### src/rtl/piso_serializer.sv
// Parallel-in/serial-out stage: takes one WIDTH-bit word per valid/ready handshake
// and shifts it out one bit at a time, each bit held for DIV clock cycles.
module piso_serializer #(
  parameter int WIDTH     = 8,
  parameter int DIV       = 4,
  parameter int MSB_FIRST = 0
) (
  input  logic             clk_i,
  input  logic             reset_i,
  input  logic [WIDTH-1:0] din_i,
  input  logic             din_valid_i,
  output logic             din_ready_o,
  output logic             ser_o,
  output logic             ser_valid_o,
  output logic             bit_strobe_o,
  output logic             done_o,
  output logic             busy_o
);

  localparam int DIV_W = (DIV > 1) ? $clog2(DIV) : 1;
  localparam int BIT_W = $clog2(WIDTH);
  localparam logic [DIV_W-1:0] DIV_LAST = DIV_W'(DIV - 1);
  localparam logic [BIT_W-1:0] BIT_LAST = BIT_W'(WIDTH - 1);

  typedef enum logic {IDLE, SHIFT} state_t;

  state_t           state_q, state_d;
  logic [WIDTH-1:0] sreg_q, sreg_d;
  logic [DIV_W-1:0] div_cnt_q, div_cnt_d;
  logic [BIT_W-1:0] bit_cnt_q, bit_cnt_d;
  logic             ser_q, ser_d;
  logic             ser_valid_q, ser_valid_d;
  logic             strobe_q, strobe_d;
  logic             done_q, done_d;
  logic             ready_q, ready_d;
  logic             busy_q, busy_d;

  // Head bit and remaining-bits word, for both a fresh word and the shift register.
  logic             head_din, head_sreg;
  logic [WIDTH-1:0] rest_din, rest_sreg;

  always_comb begin
    if (MSB_FIRST != 0) begin
      head_din  = din_i[WIDTH-1];
      head_sreg = sreg_q[WIDTH-1];
      rest_din  = {din_i[WIDTH-2:0], 1'b0};
      rest_sreg = {sreg_q[WIDTH-2:0], 1'b0};
    end else begin
      head_din  = din_i[0];
      head_sreg = sreg_q[0];
      rest_din  = {1'b0, din_i[WIDTH-1:1]};
      rest_sreg = {1'b0, sreg_q[WIDTH-1:1]};
    end
  end

  always_comb begin
    state_d     = state_q;
    sreg_d      = sreg_q;
    div_cnt_d   = div_cnt_q;
    bit_cnt_d   = bit_cnt_q;
    ser_d       = ser_q;
    ser_valid_d = ser_valid_q;
    strobe_d    = 1'b0;
    done_d      = 1'b0;
    ready_d     = ready_q;
    busy_d      = busy_q;
    case (state_q)
      IDLE: begin
        ready_d     = 1'b1;
        busy_d      = 1'b0;
        ser_valid_d = 1'b0;
        if (din_valid_i && ready_q) begin
          state_d     = SHIFT;
          ser_d       = head_din;
          sreg_d      = rest_din;
          div_cnt_d   = '0;
          bit_cnt_d   = '0;
          strobe_d    = 1'b1;
          ser_valid_d = 1'b1;
          busy_d      = 1'b1;
          ready_d     = 1'b0;
        end
      end
      SHIFT: begin
        if (div_cnt_q == DIV_LAST) begin
          if (bit_cnt_q == BIT_LAST) begin
            // ser_o keeps the last bit; receivers qualify it with ser_valid_o.
            state_d     = IDLE;
            done_d      = 1'b1;
            ready_d     = 1'b1;
            busy_d      = 1'b0;
            ser_valid_d = 1'b0;
          end else begin
            bit_cnt_d = bit_cnt_q + BIT_W'(1);
            div_cnt_d = '0;
            ser_d     = head_sreg;
            sreg_d    = rest_sreg;
            strobe_d  = 1'b1;
          end
        end else begin
          div_cnt_d = div_cnt_q + DIV_W'(1);
        end
      end
      default: state_d = IDLE;
    endcase
  end

  always_ff @(posedge clk_i) begin
    if (reset_i) begin
      state_q     <= IDLE;
      sreg_q      <= '0;
      div_cnt_q   <= '0;
      bit_cnt_q   <= '0;
      ser_q       <= 1'b0;
      ser_valid_q <= 1'b0;
      strobe_q    <= 1'b0;
      done_q      <= 1'b0;
      ready_q     <= 1'b1;
      busy_q      <= 1'b0;
    end else begin
      state_q     <= state_d;
      sreg_q      <= sreg_d;
      div_cnt_q   <= div_cnt_d;
      bit_cnt_q   <= bit_cnt_d;
      ser_q       <= ser_d;
      ser_valid_q <= ser_valid_d;
      strobe_q    <= strobe_d;
      done_q      <= done_d;
      ready_q     <= ready_d;
      busy_q      <= busy_d;
    end
  end

  assign din_ready_o  = ready_q;
  assign ser_o        = ser_q;
  assign ser_valid_o  = ser_valid_q;
  assign bit_strobe_o = strobe_q;
  assign done_o       = done_q;
  assign busy_o       = busy_q;

endmodule
### config.mk
export PLATFORM = sky130hd
export DESIGN_NAME = piso_serializer
export DESIGN_NICKNAME = d
export VERILOG_FILES = /design/src/rtl/piso_serializer.sv
export SDC_FILE = /design/constraint.sdc
export NUM_CORES = 1
export LEC_CHECK = 0
export ABC_AREA = 1
export BUFFER_PORTS_ARGS = -buffer_cell sky130_fd_sc_hd__buf_4
export CORE_MARGIN = 2
export CORE_UTILIZATION = 32
export DETAILED_ROUTE_END_ITERATION = 10
export PLACE_DENSITY = 0.54
export SLEW_MARGIN = 20
export SYNTH_ARGS = -nofsm -noshare
export SYNTH_HDL_FRONTEND = slang
export SYNTH_SLANG_ARGS = --single-unit
### constraint.sdc
create_clock -name clk_i -period 1.75 [get_ports clk_i]
set_input_delay 0.0875 -clock clk_i [delete_from_list [all_inputs] [get_ports clk_i]]
set_output_delay 0.0875 -clock clk_i [all_outputs]
set_load 0.03 [all_outputs]
* After elaboration in Yosys (flattened, before gate mapping)
Index checks and enable logic that the tools add are counted.
Storage, ports and cells: logic and storage cells 55, flip-flop bits (word level) 19, bits of input ports 11
Cells by class: eq/ne operators 7, add/sub/neg operators 2, bitwise gates (word level) 2, multiplexer cells 30, reduce and logical (&&, ||, !) cells 5
Operators by type and width (number):
- 2-to-1 mux 8 bit | 3
- one-hot mux 8 bit (2 select lines) | 1
- 2-to-1 mux 1 bit | 13
- one-hot mux 1 bit (2 select lines) | 5
- 2-to-1 mux 3 bit | 3
- 2-to-1 mux 2 bit | 3
- one-hot mux 3 bit (2 select lines) | 1
- != test 2 x 1 -> 1 bit, second input constant | 2
- != test 2 bit, second input constant | 2
- one-hot mux 2 bit (2 select lines) | 1
- AND reduction 2 bit | 2
- adder 3 x 1 -> 3 bit, second input constant | 1
- equality test 3 bit, second input constant | 1
- != test 3 bit, second input constant | 1
- AND reduction 3 bit | 1
- OR reduction 3 bit | 1
- adder 2 x 1 -> 2 bit, second input constant | 1
- equality test 2 bit, second input constant | 1
- NOT 1 bit | 2
- logical AND 1 bit | 1

* Depth between registers and ports, before layout
depth in word-level cells 4, depth in mapped cells 8, depth with buffers taken out 8

* Least setup slack after synthesis
No wires, ideal clock.
kind reg2reg, start reg bit_cnt_q[0], end reg ser_q (netlist: ser_o), arrival 1.158 ns, path slack 0.479 ns, path buffers 0, data required time 1.637 ns, library setup time 0.113 ns, stages on the path, launching flop included 9, period minus slack after synthesis 1.271 ns, cells stage by stage dfxtp_1 ha_1 ha_1 inv_1 nand2_1 nand2_1 nand2_1 nor2_1 nor2_1
On the way: word-level cells in the longest chain between the ends 3
RTL lines:
- start: declaration | RTL line 30 | logic [BIT_W-1:0] bit_cnt_q, bit_cnt_d;
- start signal: assignment | RTL line 124 | bit_cnt_q <= bit_cnt_d;
- equality test 3 bit | RTL line 86 | if (bit_cnt_q == BIT_LAST) begin
- != test 2 bit (no line)
- AND reduction 3 bit (no line)
- end signal: assignment | RTL line 125 | ser_q <= ser_d;
- end: declaration | RTL line 31 | logic ser_q, ser_d;
No other way between the ends. A chain may end at the register's enable or synchronous reset.

* Worst setup path in the final report
start reg bit_cnt_q[0], end reg sreg_q[3]
On the way: word-level cells in the longest chain between the ends 3
RTL lines:
- equality test 3 bit | RTL line 86
- != test 2 bit (no line)
- AND reduction 3 bit (no line)
- end signal: assignment | RTL line 122 | sreg_q <= sreg_d;
- end: declaration | RTL line 28 | logic [WIDTH-1:0] sreg_q, sreg_d;
No other way between the ends.

==> results.txt <==
Status: completed
Via count: 784
Synth top cells by count: 39 x nand2_1, 19 x nor2_1, 18 x dfxtp_1
Mean Syn Cell Area: 7.537 µm²
Die Width: 58.26 µm
GP Congestion: 0.7194
Fin nets: 156
Max Cap Viol: 0
Setup Fix Bufs, Post-CTS: 0
CTS tree: yes
Register area: 360.3 µm²
Hold WS: 14.89 ps
Final instance area: 0.001062 mm²
Hold_buf cts: 0
Final wirelength: 1856 µm
CTS clk-pin slew, worst paths: 100 ps
Drt pass-1 iters: 4
Initial Utilization: 33.87%
Tot Pwr: 835.9 µW
Fill cells: 309
Port bufs: 16
Clock sinks: 18
Critical path type: reg2reg
Inserted Diodes: 0
Synthesis warning total: 0
CP arrival: 1670 ps
P per Cell Area: 786.9 mW/mm²
Resized cells post-CTS: 0
F_max: 683.4 MHz
Worst path required time: 1960 ps
Setup WS pre-CTS: 284.0 ps
FP Rows: 19
Mapped Area: 942.2 µm²
Share of Yosys cell area claimed by the top area cell type: 38.25%
Total core area: 0.002781 mm²
Sequential fraction of the synthesis area: 38.25%
TNS Setup: 0 ps
Synth Net Count: 141
H-tree depth: 1
Post-synth EDFFs: 0
CTS Root Cell: clkbuf_4
Count of different cell masters after synthesis: 21
Top-count cell post-synth: nand2_1
Vias in the first global route: 749
Die ar.: 0.003394 mm²
Layout area overhead: 12.75%
Via/cell ratio: 4.639
Worst min path class: in2reg
Num CTS Buffers: 3
Slew HR: 79.92%
Clock skew: 6.134 ps
Area leader, netlist: dfxtp_1
Cells after synthesis: 125
Antenna violations before repair: 0
Fin. Hold Viols: 0
Slew at the pin with the worst max-slew slack: 300.5 ps
First-pass GRT wire length: 3180 µm
Max FO, Critical Path: 8
Crit path launch type: flip-flop
GRT Residual Overflow: 0
DRT antenna net count: 0
Final slew viol count: 0
Area contributors post-synth: dfxtp_1 38%, nand2_1 16%, nor2_1 7.6%, ha_1 6.6%, buf_6 6.0%
Period utilisation layout: 83.61%
Fin worst setup slack: 286.8 ps
Ports: 17
Clock latency on the worst-skew pair: 300 ps
Post-synth ARST share: 0%
Fraction of layout instances using a drive strength above 1: 18.84%
# DRC: 0
Crit end category: flip-flop
Final setup fails: 0
Min cycle time layout: 1463 ps
Initial DRC Count: 20
Routed len/inst: 10.98 µm
Synth Register Bits: 18
Multi-input gate area: 488.0 µm²
Worst vdd ir: 0.0004203 V
Post-DP Area: 0.001040 mm²
RSZ-0062 raised after global routing: false
Pin count of the biggest net entering global routing: 16
P_leak: 0.5246 nW
Clock buffer depth: 2
HPWL Detailed: 1344 µm
Gr usage total: 12.34%
Height of the die: 58.26 µm
Main synth FF type: dfxtp_1
## cells by family (layout without fill, tap and decap cells)
group           Yosys count  after routing  share of synthesized area (%)
simple gates             78             78                          38.51
flops                    18             18                          38.25
buf+inv                  13             26                          9.959
compound gates           11             11                          6.640
fa+ha+maj                 5              5                          6.640
## worst max-delay path, cell delays in order, from the launching register on
cell,delay (ps)
dfxtp_1,320
ha_1,210
ha_1,200
inv_1,110
nand2_1,70
nand2_1,60
nand2_1,180
nor2_1,160
nor2_1,60
## cells in the final DEF (no fill, tap or decap), types with 2 or more instances in the layout
cell | synthesis | routed
buf_4 | 1 | 17
ha_1 | 5 | 5
inv_1 | 4 | 4
nand3_1 | 6 | 6
nand4_1 | 3 | 3
dfxtp_1 | 18 | 18
a21oi_1 | 7 | 7
nand3_2 | 2 | 2
nand2_1 | 39 | 39
nor2_1 | 19 | 19
clkbuf_4 | 0 | 3
nand3b_1 | 7 | 7
## state kept, by name, summed over array words and instances (netlist names)
name / count
sreg_q: 7
din_ready_o: 1
busy_o: 1
bit_cnt_q: 3
state_q: 1
ser_o: 1
div_cnt_q: 2
bit_strobe_o: 1
done_o: 1
## layout make-up
type / count / area share, %
timing repair buffer: 17 / 12.01
clock buffer: 3 / 2.120
tap: 31 / 3.651
multi-input combinational: 94 / 45.94
inverter: 6 / 2.356
sequential: 18 / 33.92
## power by group
| group | internal [mW] | switching [mW] | leakage (nW) | total (mW) |
|---|---|---|---|---|
| combinational | 0.0703 | 0.102 | 0.363 | 0.172 |
| clock | 0.0804 | 0.130 | 0.0138 | 0.210 |
| sequential | 0.436 | 0.0170 | 0.148 | 0.454 |
## routing by layer
| layer | global-route usage, % | vias to the layer above | part of all wire [%] |
|---|---|---|---|
| met3 | 2.009 | 5 | 3.6 |
| li1 | - | 429 | - |
| met2 | 19.58 | 13 | 43 |
| met5 | 0 | - | 0 |
| met1 | 15.38 | 337 | 51 |
| met4 | 7.973 | 0 | 2.7 |
## through the flow
| step | utilization, % | instances |
|---|---|---|
| after global placement | 37.38 | 166 |
| final | 38.19 | 169 |
| after detailed placement | 37.38 | 166 |
| after floorplan | - | 125 |
| after global routing | 38.19 | 169 |
| after CTS | 38.19 | 169 |
## final timing paths
path | to | cells after the start | startpoint | slack, ps
hold / removal | div_cnt_q[1] | 2 | reset_i | 10
setup / recovery | sreg_q[3] | 8 | bit_cnt_q[0] | 290
setup reg to reg | sreg_q[3] | 8 | bit_cnt_q[0] | 290
hold reg to reg | busy_o | 2 | busy_o | 480
No activity file was read; power rests on OpenSTA's default activity.
